<file path="src/rtl/matmul_loader_pkg.sv">
// Shared types and default sizing for the matmul host loader.
// Word width is BB_MAT_MUL_SIZE*DWIDTH; the top recomputes it from its own parameters.
package matmul_loader_pkg;

    typedef enum logic [2:0] {
        IDLE,
        LOAD_A,
        LOAD_B,
        SETTLE,
        RUN,
        FINISH
    } state_t;

    localparam int LDR_DWIDTH  = 8;
    localparam int LDR_BB_SIZE = 32;
    localparam int W           = LDR_BB_SIZE * LDR_DWIDTH;

    function automatic int word_width(input int bb_size, input int dwidth);
        return bb_size * dwidth;
    endfunction

endpackage

</file>
<file path="src/rtl/loader_beat_counter.sv">
// Per-phase word index: cleared at the start of each load phase, bumped per accepted beat.
// tc_o flags that the current index is the phase's last word.
module loader_beat_counter #(
    parameter int CWIDTH = 7
) (
    input  logic              clk,
    input  logic              reset,
    input  logic              clr_i,
    input  logic              inc_i,
    input  logic [CWIDTH-1:0] last_i,
    output logic [CWIDTH-1:0] idx_o,
    output logic              tc_o
);

    logic [CWIDTH-1:0] cnt_q;

    always_ff @(posedge clk) begin
        if (!reset) begin
            cnt_q <= '0;
        end else if (clr_i) begin
            cnt_q <= '0;
        end else if (inc_i) begin
            cnt_q <= cnt_q + 1'b1;
        end
    end

    assign idx_o = cnt_q;
    assign tc_o  = (cnt_q == last_i);

endmodule

</file>
<file path="src/rtl/matmul_host_loader.sv">
// Streams A then B words into the matmul BRAMs, then holds start_mat_mul until done.
// Optional RUN watchdog with sticky timeout_err when LOADER_TIMEOUT_EN is defined.
//
// state  | meaning
// IDLE   | waiting for cmd_go
// LOAD_A | accepting A_WORDS beats, strobing we_a
// LOAD_B | accepting B_WORDS beats, strobing we_b
// SETTLE | SETTLE_CYCLES quiet cycles for the address pipeline
// RUN    | start_mat_mul held until done_mat_mul
// FINISH | one-cycle done_pulse
module matmul_host_loader
    import matmul_loader_pkg::*;
#(
    parameter int DWIDTH          = LDR_DWIDTH,
    parameter int BB_MAT_MUL_SIZE = LDR_BB_SIZE,
    parameter int AWIDTH          = 7,
    parameter int A_WORDS         = 64,
    parameter int B_WORDS         = 64,
    parameter int SETTLE_CYCLES   = 2
`ifdef LOADER_TIMEOUT_EN
    , parameter int TIMEOUT_CYCLES = 4096
`endif
) (
    input  logic                              clk,
    input  logic                              reset,
    input  logic                              cmd_go,
    input  logic                              s_valid,
    output logic                              s_ready,
    input  logic [BB_MAT_MUL_SIZE*DWIDTH-1:0] s_data,
    output logic [BB_MAT_MUL_SIZE*DWIDTH-1:0] data_pi,
    output logic [AWIDTH-1:0]                 addr_pi,
    output logic                              we_a,
    output logic                              we_b,
    output logic                              enable_writing_to_mem,
    output logic                              start_mat_mul,
    input  logic                              done_mat_mul,
    output logic                              busy,
    output logic                              done_pulse,
    output logic                              timeout_err
);

    localparam int                WW          = word_width(BB_MAT_MUL_SIZE, DWIDTH);
    localparam logic [AWIDTH-1:0] A_LAST      = AWIDTH'(A_WORDS - 1);
    localparam logic [AWIDTH-1:0] B_LAST      = AWIDTH'(B_WORDS - 1);
    localparam logic [7:0]        SETTLE_LOAD = 8'(SETTLE_CYCLES - 1);

    state_t            state_q, state_d;
    logic [WW-1:0]     data_q;
    logic [AWIDTH-1:0] addr_q;
    logic              we_a_q, we_b_q, en_q;
    logic [7:0]        settle_q;
    logic              accept, last_beat, beat_tc;
    logic [AWIDTH-1:0] beat_idx;

    assign s_ready   = (state_q == LOAD_A) || (state_q == LOAD_B);
    assign accept    = s_valid && s_ready;
    assign last_beat = accept && beat_tc;

    loader_beat_counter #(
        .CWIDTH (AWIDTH)
    ) u_beat_cnt (
        .clk    (clk),
        .reset  (reset),
        .clr_i  ((state_q == IDLE) || last_beat),
        .inc_i  (accept),
        .last_i ((state_q == LOAD_A) ? A_LAST : B_LAST),
        .idx_o  (beat_idx),
        .tc_o   (beat_tc)
    );

`ifdef LOADER_TIMEOUT_EN
    localparam int            TW       = $clog2(TIMEOUT_CYCLES + 1);
    localparam logic [TW-1:0] TMO_LOAD = TW'(TIMEOUT_CYCLES - 1);

    logic [TW-1:0] tmo_q;
    logic          err_q;
    logic          tmo_hit;

    assign tmo_hit = (state_q == RUN) && !done_mat_mul && (tmo_q == '0);

    always_ff @(posedge clk) begin
        if (!reset) begin
            tmo_q <= '0;
            err_q <= 1'b0;
        end else begin
            if (state_q != RUN) begin
                tmo_q <= TMO_LOAD;
            end else if (tmo_q != '0) begin
                tmo_q <= tmo_q - 1'b1;
            end
            if ((state_q == IDLE) && cmd_go) begin
                err_q <= 1'b0;
            end else if (tmo_hit) begin
                err_q <= 1'b1;
            end
        end
    end

    assign timeout_err = err_q;
`else
    logic tmo_hit;
    assign tmo_hit     = 1'b0;
    assign timeout_err = 1'b0;
`endif

    always_comb begin
        state_d = state_q;
        case (state_q)
            IDLE:    if (cmd_go) state_d = LOAD_A;
            LOAD_A:  if (last_beat) state_d = LOAD_B;
            LOAD_B:  if (last_beat) state_d = SETTLE;
            SETTLE:  if (settle_q == '0) state_d = RUN;
            RUN: begin
                if (done_mat_mul) begin
                    state_d = FINISH;
                end else if (tmo_hit) begin
                    state_d = IDLE;
                end
            end
            FINISH:  state_d = IDLE;
            default: state_d = IDLE;
        endcase
    end

    always_ff @(posedge clk) begin
        if (!reset) begin
            state_q  <= IDLE;
            data_q   <= '0;
            addr_q   <= '0;
            we_a_q   <= 1'b0;
            we_b_q   <= 1'b0;
            en_q     <= 1'b0;
            settle_q <= '0;
        end else begin
            state_q <= state_d;
            we_a_q  <= accept && (state_q == LOAD_A);
            we_b_q  <= accept && (state_q == LOAD_B);
            // stays up across stalls and the A->B hand-off, drops once loading is over
            en_q    <= accept || (en_q && s_ready);
            if (accept) begin
                data_q <= s_data;
                addr_q <= beat_idx;
            end
            if (state_q != SETTLE) begin
                settle_q <= SETTLE_LOAD;
            end else if (settle_q != '0) begin
                settle_q <= settle_q - 8'd1;
            end
        end
    end

    assign data_pi               = data_q;
    assign addr_pi               = addr_q;
    assign we_a                  = we_a_q;
    assign we_b                  = we_b_q;
    assign enable_writing_to_mem = en_q;
    assign start_mat_mul         = (state_q == RUN);
    assign busy                  = (state_q != IDLE);
    assign done_pulse            = (state_q == FINISH);

endmodule
</file>
<file path="config.mk">
export PLATFORM = sky130hd
export DESIGN_NAME = matmul_host_loader
export DESIGN_NICKNAME = d
export VERILOG_FILES = /design/src/rtl/matmul_loader_pkg.sv /design/src/rtl/loader_beat_counter.sv /design/src/rtl/matmul_host_loader.sv
export SDC_FILE = /design/constraint.sdc
export NUM_CORES = 1
export LEC_CHECK = 0
export ABC_AREA = 1
export BUFFER_PORTS_ARGS = -buffer_cell sky130_fd_sc_hd__buf_2
export CAP_MARGIN = 20
export CORE_ASPECT_RATIO = 0.7
export CORE_MARGIN = 2
export CORE_UTILIZATION = 25
export DETAILED_ROUTE_END_ITERATION = 12
export SLEW_MARGIN = 20
export SYNTH_ARGS = -nofsm -noshare
export SYNTH_HDL_FRONTEND = slang
export SYNTH_SLANG_ARGS = --single-unit
</file>
<file path="constraint.sdc">
create_clock -name clk -period 4.22 [get_ports clk]
set_input_delay 0.844 -clock clk [delete_from_list [all_inputs] [get_ports clk]]
set_output_delay 0.844 -clock clk [all_outputs]
set_load 0.05 [all_outputs]
</file>
==> results of run 1 <==
[cell families after synthesis]
family                     count (synthesis)
other                                      1
and+or+nand+nor                          586
adders and majority gates                  3
xor gates and xnor gates                   7
DFF                                      284
buffers and inverters                    110
AOI/OAI and AO/OA                        284
[layout make-up]
cell class	count	area, µm²
Tap cell	535	669
Clock inverter	5	75.1
Antenna cell	4	10.0
Clock buffer	44	872
Fill cell	4239	25600
Sequential cell	284	5690
Timing Repair Buffer	539	2780
Inverter	21	86.3
Multi-Input combinational cell	881	3790
[registers in the layout, indices dropped and copies added (netlist names)]
register               count
addr_pi                    7
data_pi                  256
enable_writing_to_mem      1
settle_q                   8
state_q                    3
u_beat_cnt.idx_o           7
we_a                       1
we_b                       1
[final timing paths]
path         slack [ps]  cells after the start                startpoint                       end
max                1730                      8   state_q[0]$_SDFFE_PN0P_   data_pi[1]$_SDFFE_PN0P_
min                 470                      2  settle_q[5]$_SDFFE_PP0P_  settle_q[5]$_SDFFE_PP0P_
max reg2reg        1730                      8   state_q[0]$_SDFFE_PN0P_   data_pi[1]$_SDFFE_PN0P_
min reg2reg         470                      2  settle_q[5]$_SDFFE_PP0P_  settle_q[5]$_SDFFE_PP0P_
[cells in the mapped netlist]
library cell / number
sky130_fd_sc_hd__nand3_2: 2
sky130_fd_sc_hd__o21a_1: 1
sky130_fd_sc_hd__buf_4: 13
sky130_fd_sc_hd__xnor2_1: 3
sky130_fd_sc_hd__nand4_1: 3
sky130_fd_sc_hd__nand3_1: 7
sky130_fd_sc_hd__dfxtp_1: 284
sky130_fd_sc_hd__ha_1: 3
sky130_fd_sc_hd__buf_2: 20
sky130_fd_sc_hd__xor2_1: 4
sky130_fd_sc_hd__nand2_1: 26
sky130_fd_sc_hd__inv_2: 3
sky130_fd_sc_hd__nand2_2: 1
sky130_fd_sc_hd__o211ai_1: 1
sky130_fd_sc_hd__inv_1: 18
sky130_fd_sc_hd__o21ai_0: 269
sky130_fd_sc_hd__nand2_4: 1
sky130_fd_sc_hd__nor3_1: 6
sky130_fd_sc_hd__nor2_1: 537
sky130_fd_sc_hd__clkbuf_1: 54
sky130_fd_sc_hd__conb_1: 1
sky130_fd_sc_hd__nand3b_1: 2
sky130_fd_sc_hd__a21oi_1: 13
sky130_fd_sc_hd__buf_6: 2
sky130_fd_sc_hd__nor3b_1: 1
[worst max-delay path, cell delays in order, from the launching register on]
cell	delay [ps]
sky130_fd_sc_hd__dfxtp_1	340
sky130_fd_sc_hd__inv_2	110
sky130_fd_sc_hd__nand3_2	120
sky130_fd_sc_hd__nand2_2	160
sky130_fd_sc_hd__nand2_8	350
sky130_fd_sc_hd__inv_8	640
sky130_fd_sc_hd__buf_12	330
sky130_fd_sc_hd__nor2_1	80
sky130_fd_sc_hd__nor2_1	110
[power groups by stage]
stage | Sequential (mW) | Clock, mW | Combinational, mW
after global routing | 3.13 | 2.76 | 2.20
after global placement | 3.14 | 0 | 2.05
after detailed placement | 3.15 | 0 | 2.06
after CTS | 3.10 | 2.65 | 2.07
final | 3.10 | 2.56 | 2.05
after floorplan | 4.09 | 0 | 0.574
[routing by layer]
metal / up-vias / track usage / wire length (µm)
met5: - / 0 / 0
met4: 0 / 0.0493 / 983
met2: 346 / 0.239 / 15400
li1: 5042 / - / -
met3: 48 / 0.0427 / 2430
met1: 4520 / 0.173 / 13500
==> Implementation_results.wiki, run 1 <==
{| class="wikitable"
! Metric !! Value
|-
| Most common cell after layout, fill and taps aside || sky130_fd_sc_hd__nor2_1
|-
| Final-stage net count || ~2,000
|-
| Total CTS buffers || 28
|-
| Initial antenna violation count || 3
|-
| Die extent in x || around 240 µm
|-
| Ports placed on the boundary || around 530
|-
| Largest family of logic cells by synthesized area || simple AND/OR/NAND/NOR gates
|-
| Largest vdd supply drop || around 0.00028 V
|-
| Clock Latency Late Sink || 550 ps
|-
| Total cell area at the placement stage || around 13,000 µm²
|-
| Leading area contributor after synthesis || sky130_fd_sc_hd__dfxtp_1
|-
| Number of max-capacitance violations reported || 0
|-
| Maximum number of pins on one net before global-route repair || 117
|-
| Routed WL || approximately 32,000 µm
|-
| Post-synth top area share || 0.570
|-
| Result of the run || finished, final reports clean
|-
| Number of DRC violations after detailed-routing iteration 0 || between 500 and 600
|-
| # Post-CTS Setup Buffers || 0
|-
| Port Buffers || 530
|-
| Fin area || between 10,000 and 15,000 µm²
|-
| Simple-gate portion of the synthesized area || 0.226
|-
| Number of routed nets with antenna violations || 0
|-
| Final standard cell utilization of the core || 0.353
|-
| Final-layout worst hold slack || roughly 470 ps
|-
| Setup WS pre-CTS || about 1400 ps
|-
| Pre-antenna DRT Iters || 6
|-
| Proportion of layout cells with a drive suffix above 1 || 0.332
|-
| Critical path startpoint category || flop
|-
| Std-Cell Rows || 61
|-
| Post-Syn Area per Cell || about 7.8 µm²
|-
| Class of the worst hold path || flop to flop
|-
| Count of yosys warnings during synthesis || 0
|-
| Count of unique library cells instantiated by Yosys || 25
|-
| Internal power of the cells || approximately 5 mW
|-
| CTS HTree Levels || 1
|-
| Via count || ~10,000
|-
| Sum of negative setup slack || 0 ps
|-
| Final cycle utilization of the critical path || 0.591
|-
| Post-cts gate resize count || 0
|-
| Area Growth Syn to Fin || 40.1%
|-
| Routability cong. || slightly above 0.9
|-
| Netlist Area Pre-Place || ~10000 µm²
|-
| NetSw || 2.73 mW
|-
| Max Clk Rate || 401 MHz
|-
| Aggregate global routing overflow || 0
|-
| Net Count, Synth || about 1,500
|-
| Count of placed standard cells including taps || between 2,000 and 2,500
|-
| Final setup violating endpoints || 0
|-
| Standard cell core area || just under 40,000 µm²
|-
| DPL Wire Length || around 23,000 µm
|-
| Post-Synth Adder-Cell Area || 0.00376
|-
| Root buf cell || sky130_fd_sc_hd__clkbuf_16
|-
| Die Y-Extent || about 170 µm
|-
| GRT Overall Usage || 0.142
|-
| Clock skew after layout || 21.1 ps
|-
| Min Clock Period, post-route || roughly 2500 ps
|-
| XOR/XNOR share of the synthesized area || 0.00615
|-
| Cell leakage power || between 6 and 7 nW
|-
| Clock transition time at the flip-flop clock pins of the worst setup and hold paths || around 60 ps
|-
| Setup repair after global routing missed its margin || no
|-
| Fraction of synthesized area in multiplexers || 0
|-
| Most used cells in the layout excluding fill and tap cells || sky130_fd_sc_hd__nor2_1, sky130_fd_sc_hd__buf_2, sky130_fd_sc_hd__dfxtp_1
|-
| Setup Crit Path Kind || flop to flop
|-
| Initial core utilization || 0.252
|-
| Vias per std cell || approximately 4.3
|-
| Relative slew margins || 0.525
|-
| Clk network pwr share || 0.332
|-
| Data arrival time of the critical path || around 3000 ps
|-
| Non-filler instance count after layout || approximately 2,300
|-
| Post-synthesis compound-gate area fraction || 0.143
|-
| Worst setup EP type || flop
|-
| Number of max-slew violations in the final report || 0
|-
| Wire length of the first global-routing pass || between 40,000 and 50,000 µm
|-
| Clock sink count || 284
|-
| CTS Hold Buffers Added || 0
|-
| Leading post-synthesis cells by cell area || sky130_fd_sc_hd__dfxtp_1, sky130_fd_sc_hd__nor2_1, sky130_fd_sc_hd__o21ai_0
|-
| CP max FO || 116
|-
| Power density cells || 551 nW/µm²
|-
| Number of global-route vias before repair || ~9,000
|-
| Flop pwr share || 0.402
|-
| Residual DRC count || 0
|-
| Worst Max-Slew Pin Slew || around 710 ps
|-
| WP data required || 4700 ps
|-
| Minimum setup slack in the final design || around 1700 ps
|-
| Die Area || approximately 42,000 µm²
|-
| Part of the power in combinational logic || 0.266
|-
| Post-synthesis sequential element count || 284
|-
| Final Hold Fails || 0
|-
| Max Root-Sink Buffers || 3
|-
| Mapped Cells || approximately 1,300
|-
| Final routed wire length divided by cell count || ~14 µm
|-
| CTS tree || yes
|-
| Total power of the final layout || about 7.7 mW
|-
| Share of the yosys chip area belonging to registers || 0.570
|-
| Switching power as a share of total power || 0.354
|}
No activity file was read; power rests on OpenSTA's default activity.
==> run 2: changes to the inputs <==
Settings changed: ABC_AREA 1 to 0.
Clock period 4.22 ns to 2.2 ns, I/O delays scaled along.
==> run 2 against run 1 <==
Setup slack got worse by 1600 ps. Area after synthesis decreased by 0.55%. First-iteration DRC count decreased by 22%. Non-clock buffer count increased by 19. Worst hold slack got worse by 350 ps. Die area decreased by 0.54%. Wire length increased by 3.4%. Flip-flop and latch count unchanged. Via count increased by 0.98%. Sequential share of layout area decreased by 0.48 points. Critical path depth decreased by 6. Highest routed layer is now met5.
==> Implementation_results.wiki, run 2 <==
{| class="wikitable"
! Metric !! Value
|-
| Global-route met1 utilization || 0.180 (was 0.173)
|-
| Initial core utilization || 0.252 (about the same)
|-
| Largest vdd supply drop || 0.000541 V (was 0.000282 V)
|-
| GRT Overall Usage || 0.147 (was 0.142)
|-
| Routed WL || 33,400 µm (was 32,300 µm)
|-
| Clock skew after layout || 11.7 ps (was 21.1 ps)
|-
| Worst Max-Slew Pin Slew || 556 ps (was 713 ps)
|-
| Relative slew margins || 0.626 (was 0.525)
|-
| Number of max-slew violations in the final report || 0 (unchanged)
|-
| Maximum number of pins on one net before global-route repair || 213 (was 117)
|-
| Setup Crit Path Kind || flop to output pin (was flop to flop)
|-
| Final cycle utilization of the critical path || 0.941
|-
| Clock transition time at the flip-flop clock pins of the worst setup and hold paths || 60 ps (about the same)
|-
| Ports placed on the boundary || 532 (unchanged)
|-
| Post-synthesis sequential element count || 284 (unchanged)
|-
| Share of the yosys chip area belonging to registers || 0.573 (was 0.570)
|-
| Final setup violating endpoints || 0 (unchanged)
|-
| Port Buffers || 530 (unchanged)
|-
| Area Growth Syn to Fin || 42.7% (was 40.1%)
|-
| Number of DRC violations after detailed-routing iteration 0 || 419 (was 536)
|-
| Met2 Resource Use GR || 0.251 (was 0.239)
|-
| Max Root-Sink Buffers || 3 (unchanged)
|-
| Number of enable flip-flop cells after synthesis || 0 (unchanged)
|-
| Final standard cell utilization of the core || 0.359 (was 0.353)
|-
| Clock Latency Late Sink || 550 ps (about the same)
|-
| Count of unique library cells instantiated by Yosys || 33 (was 25)
|-
| Sum of negative setup slack || 0 ps (unchanged)
|-
| CTS HTree Levels || 1 (unchanged)
|-
| Die Y-Extent || 171 µm (about the same)
|-
| Final routed wire length divided by cell count || 14.5 µm (was 14.0 µm)
|-
| Count of yosys warnings during synthesis || 0 (unchanged)
|-
| CP max FO || 11 (was 116)
|-
| Mapped Cells || 1,257 (was 1,275)
|-
| Crit path launch || state_q[2]$_SDFFE_PN0P_ (was state_q[0]$_SDFFE_PN0P_)
|-
| Worst setup EP type || output pin (was flop)
|-
| Initial antenna violation count || 1 (was 3)
|-
| Number of global-route vias before repair || 9,456 (was 9,019)
|-
| Met3 track demand over resource || 0.0427 (unchanged)
|-
| Total CTS buffers || 29 (was 28)
|-
| Max Clk Rate || roughly 480 MHz
|-
| Result of the run || finished, final reports clean (unchanged)
|-
| Power density cells || 879 nW/µm² (was 551 nW/µm²)
|-
| Share of flip-flops with an asynchronous set or reset || 0 (unchanged)
|-
| Die Area || 41,300 µm² (was 41,500 µm²)
|-
| Min Clock Period, post-route || 2070 ps
|-
| Std-Cell Rows || 61 (unchanged)
|-
| Die extent in x || 242 µm (was 243 µm)
|-
| Post-synth top area share || 0.573 (was 0.570)
|-
| Netlist Area Pre-Place || 9920 µm² (was 9970 µm²)
|-
| Leading area contributor after synthesis || sky130_fd_sc_hd__dfxtp_1 (unchanged)
|-
| Vias per std cell || 4.36 (was 4.30)
|-
| Routability cong. || 0.931 (was 0.911)
|-
| Standard cell core area || 39,400 µm² (was 39,500 µm²)
|-
| Post-Syn Area per Cell || 7.89 µm² (was 7.82 µm²)
|-
| Via count || 10,100 (was 9,956)
|-
| Post-synth top cells || sky130_fd_sc_hd__nand2_1, sky130_fd_sc_hd__dfxtp_1, sky130_fd_sc_hd__a21oi_1 (was sky130_fd_sc_hd__nor2_1, sky130_fd_sc_hd__dfxtp_1, sky130_fd_sc_hd__o21ai_0)
|-
| Proportion of layout cells with a drive suffix above 1 || 0.343 (was 0.332)
|-
| Setup repair after global routing missed its margin || no (unchanged)
|-
| Commonest register cell after synthesis || sky130_fd_sc_hd__dfxtp_1 (unchanged)
|-
| Cell leakage power || 6.37 nW (was 6.63 nW)
|-
| Data arrival time of the critical path || 1630 ps (was 2980 ps)
|-
| Critical path startpoint category || flop (unchanged)
|-
| Final Hold Fails || 0 (unchanged)
|-
| Residual DRC count || 0 (unchanged)
|-
| Clock sink count || 284 (unchanged)
|-
| Routing layer with the top usage in global route || met2 (unchanged)
|-
| WP data required || 1760 ps (was 4700 ps)
|-
| Final-stage net count || 2,017 (was 2,019)
|-
| Most used cells in the layout excluding fill and tap cells || sky130_fd_sc_hd__nand2_1, sky130_fd_sc_hd__buf_2, sky130_fd_sc_hd__dfxtp_1 (was sky130_fd_sc_hd__nor2_1, sky130_fd_sc_hd__buf_2, sky130_fd_sc_hd__dfxtp_1)
|-
| CTS tree || yes (unchanged)
|-
| Most common cell after layout, fill and taps aside || sky130_fd_sc_hd__nand2_1 (was sky130_fd_sc_hd__nor2_1)
|-
| Start point of the worst hold path || s_data[243] (was settle_q[5]$_SDFFE_PP0P_)
|-
| Class of the worst hold path || primary input to flop (was flop to flop)
|-
| Pre-antenna DRT Iters || 5 (was 6)
|-
| Number of routed nets with antenna violations || 0 (unchanged)
|-
| Most instantiated library cell after synthesis || sky130_fd_sc_hd__nand2_1 (was sky130_fd_sc_hd__nor2_1)
|-
| Largest register FFs || 256 (unchanged)
|-
| Net Count, Synth || 1,521 (was 1,539)
|-
| Worst flop-to-flop path startpoint || state_q[1]$_SDFFE_PN0P_ (was state_q[0]$_SDFFE_PN0P_)
|-
| Root buf cell || sky130_fd_sc_hd__clkbuf_16 (unchanged)
|-
| Number of max-capacitance violations reported || 0 (unchanged)
|-
| ANT cells || 0 (was 4)
|-
| Wire length of the first global-routing pass || 49,700 µm (was 48,100 µm)
|-
| Leading post-synthesis cells by cell area || sky130_fd_sc_hd__dfxtp_1, sky130_fd_sc_hd__nand2_1, sky130_fd_sc_hd__a21oi_1 (was sky130_fd_sc_hd__dfxtp_1, sky130_fd_sc_hd__nor2_1, sky130_fd_sc_hd__o21ai_0)
|-
| DPL Wire Length || 23,200 µm (was 22,800 µm)
|-
| Aggregate global routing overflow || 0 (unchanged)
|}
[run 2: cell types whose count changed in the layout (fill, tap and decap cells not counted), moves of 5 or more]
cell and change:
sky130_fd_sc_hd__nor2_1 -522, sky130_fd_sc_hd__nor4_1 +5, sky130_fd_sc_hd__inv_1 -15, sky130_fd_sc_hd__buf_4 +14, sky130_fd_sc_hd__a21oi_1 +256, sky130_fd_sc_hd__buf_12 +5, sky130_fd_sc_hd__nand2_1 +513, sky130_fd_sc_hd__o21ai_0 -266
[run 2: final timing paths]
check / slack [ps] / cells past startpoint / to
hold reg to reg: 450 / 2 / data_pi[112]$_SDFFE_PN0P_
setup reg to reg: 240 / 5 / data_pi[206]$_SDFFE_PN0P_
setup / recovery: 130 / 2 / busy
hold / removal: 120 / 3 / data_pi[243]$_SDFFE_PN0P_
[run 2: cells by family after synthesis]
family / after synthesis / synth area share
and+or+nand+nor: 579 / 0.225
DFF: 284 / 0.573
AOI/OAI and AO/OA: 279 / 0.143
buffers and inverters: 98 / 0.0421
xor gates and xnor gates: 12 / 0.0114
adders and majority gates: 3 / 0.00378
other: 1 / 0.000378
muxes: 1 / 0.00101
[run 2: per-stage QoR]
step	total power, mW	hold slack [ps]	setup slack (ps)	cells	cell area (µm²)
5_1_grt	13.0	88.3	31.0	2307	14200
6_report	12.4	121	129	2307	14200
2_1_floorplan	7.09	450	202	1257	9920
3_3_place_gp	7.78	438	236	2254	13200
3_5_place_dp	7.81	443	94.8	2254	13200
4_1_cts	12.6	78.3	18.4	2304	14100
[run 2: where the power goes]
group | internal, mW | switching, mW | leakage [nW] | total (mW)
sequential | 5.39 | 0.124 | 2.31 | 5.52
clock | 2.73 | 2.00 | 0.442 | 4.73
combinational | 0.585 | 1.60 | 3.62 | 2.19
total | 8.71 | 3.73 | 6.37 | 12.4
[run 2: critical path: stages, from the launching register on]
cell and delay [ps]:
sky130_fd_sc_hd__dfxtp_4 390, sky130_fd_sc_hd__or3_1 440, sky130_fd_sc_hd__buf_2 250
[run 2: routing by layer]
layer  up-vias  part of all wire
li1       5039                 -
met1      4616              0.43
met2       344              0.48
met3        53             0.070
met4         2             0.023
met5         -           0.00039
[run 2: layout make-up]
| class | instances | area [µm²] |
|---|---|---|
| fillers | 4186 | 25200 |
| flip-flops and latches | 284 | 5690 |
| multi-input cells | 875 | 3840 |
| repair buffers | 558 | 3020 |
| clock buffers | 45 | 846 |
| well taps | 535 | 669 |
| clock inverters | 5 | 53.8 |
| inverters | 5 | 30.0 |
[run 2: what timing repair did]
| item | in CTS | in global routing |
|---|---|---|
| setup endpoints to repair | 2 | 209 |
| resized for setup | 5 | 5 |
| hold buffers | 0 | 0 |
| setup buffers | 0 | 2 |
| gates cloned | 0 | 1 |
| pin swaps | 0 | 0 |
| hold endpoints to repair | 0 | 0 |
==> run 3: changes to the inputs <==
Settings changed: ABC_CLOCK_PERIOD_IN_PS set to 2200, SETUP_SLACK_MARGIN set to 0.15.
==> run 3 against run 2 <==
Count of clock-buffer cells in the layout unchanged. First-iteration DRC count down 4.3%. Sequential share of layout area shrank 0.082 points. Die area is the same. Wire length about the same. Largest cell class unchanged. Clock power about the same. Setup slack improved by 59 ps. Combinational power hardly changed. Non-clock buffer count is 1 higher. Worst hold slack improved by 0.55 ps. Cell count about the same.
==> Implementation_results.wiki, run 3 (synthesized netlist as in run 2, its figures left out) <==
{| class="wikitable"
! Metric !! Value
|-
| Min Clock Period, post-route || 2010 ps (was 2070 ps)
|-
| Wire length of the first global-routing pass || 49,700 µm (about the same)
|-
| Setup WS pre-CTS || 94.8 ps (unchanged)
|-
| Worst setup EP type || output pin (unchanged)
|-
| Worst Max-Slew Pin Slew || 557 ps (was 556 ps)
|-
| CP max FO || 11 (unchanged)
|-
| Initial core utilization || 0.252 (unchanged)
|-
| CTS HTree Levels || 1 (unchanged)
|-
| WP data required || 1760 ps (about the same)
|-
| Via count || 10,000 (was 10,100)
|-
| Root buf cell || sky130_fd_sc_hd__clkbuf_16 (unchanged)
|-
| Clock transition time at the flip-flop clock pins of the worst setup and hold paths || 60 ps (about the same)
|-
| Ports placed on the boundary || 532 (unchanged)
|-
| Relative slew margins || 0.626 (about the same)
|-
| Final-stage net count || 2,018 (was 2,017)
|-
| Number of global-route vias before repair || 9,463 (was 9,456)
|-
| Routability cong. || 0.931 (unchanged)
|-
| Clock sink count || 284 (unchanged)
|-
| Number of filler cells placed in the layout || 4,195 (was 4,186)
|-
| Largest vdd supply drop || 0.000537 V (was 0.000541 V)
|-
| Number of routed nets with antenna violations || 0 (unchanged)
|-
| Port Buffers || 530 (unchanged)
|-
| Proportion of layout cells with a drive suffix above 1 || 0.344 (was 0.343)
|-
| Die extent in x || 242 µm (unchanged)
|-
| Setup Crit Path Kind || flop to output pin (unchanged)
|-
| Class of the worst hold path || primary input to flop (unchanged)
|-
| Standard cell core area || 39,400 µm² (unchanged)
|-
| Data arrival time of the critical path || 1570 ps (was 1630 ps)
|-
| Minimum setup slack in the final design || 189 ps (was 129 ps)
|-
| GRT Overall Usage || 0.147 (about the same)
|-
| Final routed wire length divided by cell count || 14.5 µm (about the same)
|-
| Critical path startpoint category || flop (unchanged)
|-
| Max Root-Sink Buffers || 3 (unchanged)
|-
| Sum of negative setup slack || 0 ps (unchanged)
|-
| Most common cell after layout, fill and taps aside || sky130_fd_sc_hd__nand2_1 (unchanged)
|-
| Routed WL || 33,400 µm (about the same)
|-
| DPL Wire Length || 23,200 µm (unchanged)
|-
| Total power of the final layout || 12.4 mW (about the same)
|-
| Cell leakage power || 6.38 nW (was 6.37 nW)
|-
| Result of the run || finished, final reports clean (unchanged)
|-
| ANT cells || 0 (unchanged)
|-
| Final Hold Fails || 0 (unchanged)
|-
| Max Clk Rate || 497 MHz (was 483 MHz)
|-
| Power density cells || 877 nW/µm² (was 879 nW/µm²)
|-
| Final setup violating endpoints || 0 (unchanged)
|-
| Largest register FFs || 256 (unchanged)
|-
| Maximum number of pins on one net before global-route repair || 213 (unchanged)
|-
| Final-layout worst hold slack || 121 ps (about the same)
|-
| Vias per std cell || 4.34 (was 4.36)
|-
| Number of DRC violations after detailed-routing iteration 0 || 401 (was 419)
|-
| Pre-antenna DRT Iters || 5 (unchanged)
|-
| Std-Cell Rows || 61 (unchanged)
|-
| Number of max-capacitance violations reported || 0 (unchanged)
|-
| Setup repair after global routing missed its margin || yes (was no)
|-
| Residual DRC count || 0 (unchanged)
|-
| Final cycle utilization of the critical path || 0.914 (was 0.941)
|-
| Clock skew after layout || 9.92 ps (was 11.7 ps)
|-
| Die Area || 41,300 µm² (unchanged)
|-
| CTS Hold Buffers Added || 0 (unchanged)
|-
| Area Growth Syn to Fin || 43.0% (was 42.7%)
|-
| Clock Latency Late Sink || 550 ps (about the same)
|-
| Number of max-slew violations in the final report || 0 (unchanged)
|-
| Total CTS buffers || 29 (unchanged)
|-
| Die Y-Extent || 171 µm (unchanged)
|-
| Final standard cell utilization of the core || 0.360 (was 0.359)
|-
| Aggregate global routing overflow || 0 (unchanged)
|-
| CTS tree || yes (unchanged)
|-
| Initial antenna violation count || 1 (unchanged)
|-
| Most used cells in the layout excluding fill and tap cells || sky130_fd_sc_hd__nand2_1, sky130_fd_sc_hd__buf_2, sky130_fd_sc_hd__dfxtp_1 (unchanged)
|}
[run 3: cell count changes in the layout (fill, tap and decap cells not counted), sizes merged]
cell | previous run | this run
clkbuf | 46 | 47
[run 3: layer usage]
layer,GRT usage,routed length (µm)
met3,0.0428,2380
met4,0.0392,745
met2,0.252,16000
met5,0,13
met1,0.180,14200
[run 3: path summary, 6_finish.rpt]
path,from,to,slack [ps],cells past startpoint
max reg2reg,state_q[1]$_SDFFE_PN0P_,u_beat_cnt.idx_o[0]$_SDFFE_PP0P_,270,4
min,s_data[243],data_pi[243]$_SDFFE_PN0P_,120,3
max,state_q[2]$_SDFFE_PN0P_,busy,190,2
min reg2reg,data_pi[112]$_SDFFE_PN0P_,data_pi[112]$_SDFFE_PN0P_,450,2
[run 3: per-stage QoR]
step / instance area [µm²] / cells
6_report: 14200 / 2308
5_1_grt: 14200 / 2308
2_1_floorplan: 9920 / 1257
3_3_place_gp: 13200 / 2254
3_5_place_dp: 13200 / 2254
4_1_cts: 14100 / 2305
[run 3: area by class of cell]
type / count / area, µm² / area share
inverters: 5 / 30.0 / 0.00212
clock buffers: 45 / 846 / 0.0596
repair buffers: 559 / 3050 / 0.215
clock inverters: 5 / 53.8 / 0.00379
well taps: 535 / 669 / 0.0472
multi-input cells: 875 / 3850 / 0.271
flip-flops and latches: 284 / 5690 / 0.401
[run 3: power by group]
part	internal, mW	leakage [nW]	switching, mW
registers	5.39	2.31	0.124
logic	0.590	3.63	1.60
clock network	2.73	0.442	2.00
[run 3: timing repair]
| item | 4_1_cts | 5_1_grt |
|---|---|---|
| endpoints found under the setup margin | 8 | 217 |
| buffers inserted | 1 | 2 |
| endpoints found under the hold margin | 0 | 0 |
| pin swaps | 0 | 1 |
| gates cloned | 0 | 1 |
| resized for setup | 12 | 6 |
[run 3: worst max-delay path: stages (launching register included)]
cell,delay [ps]
sky130_fd_sc_hd__dfxtp_4,390
sky130_fd_sc_hd__or3_1,440
sky130_fd_sc_hd__buf_6,190
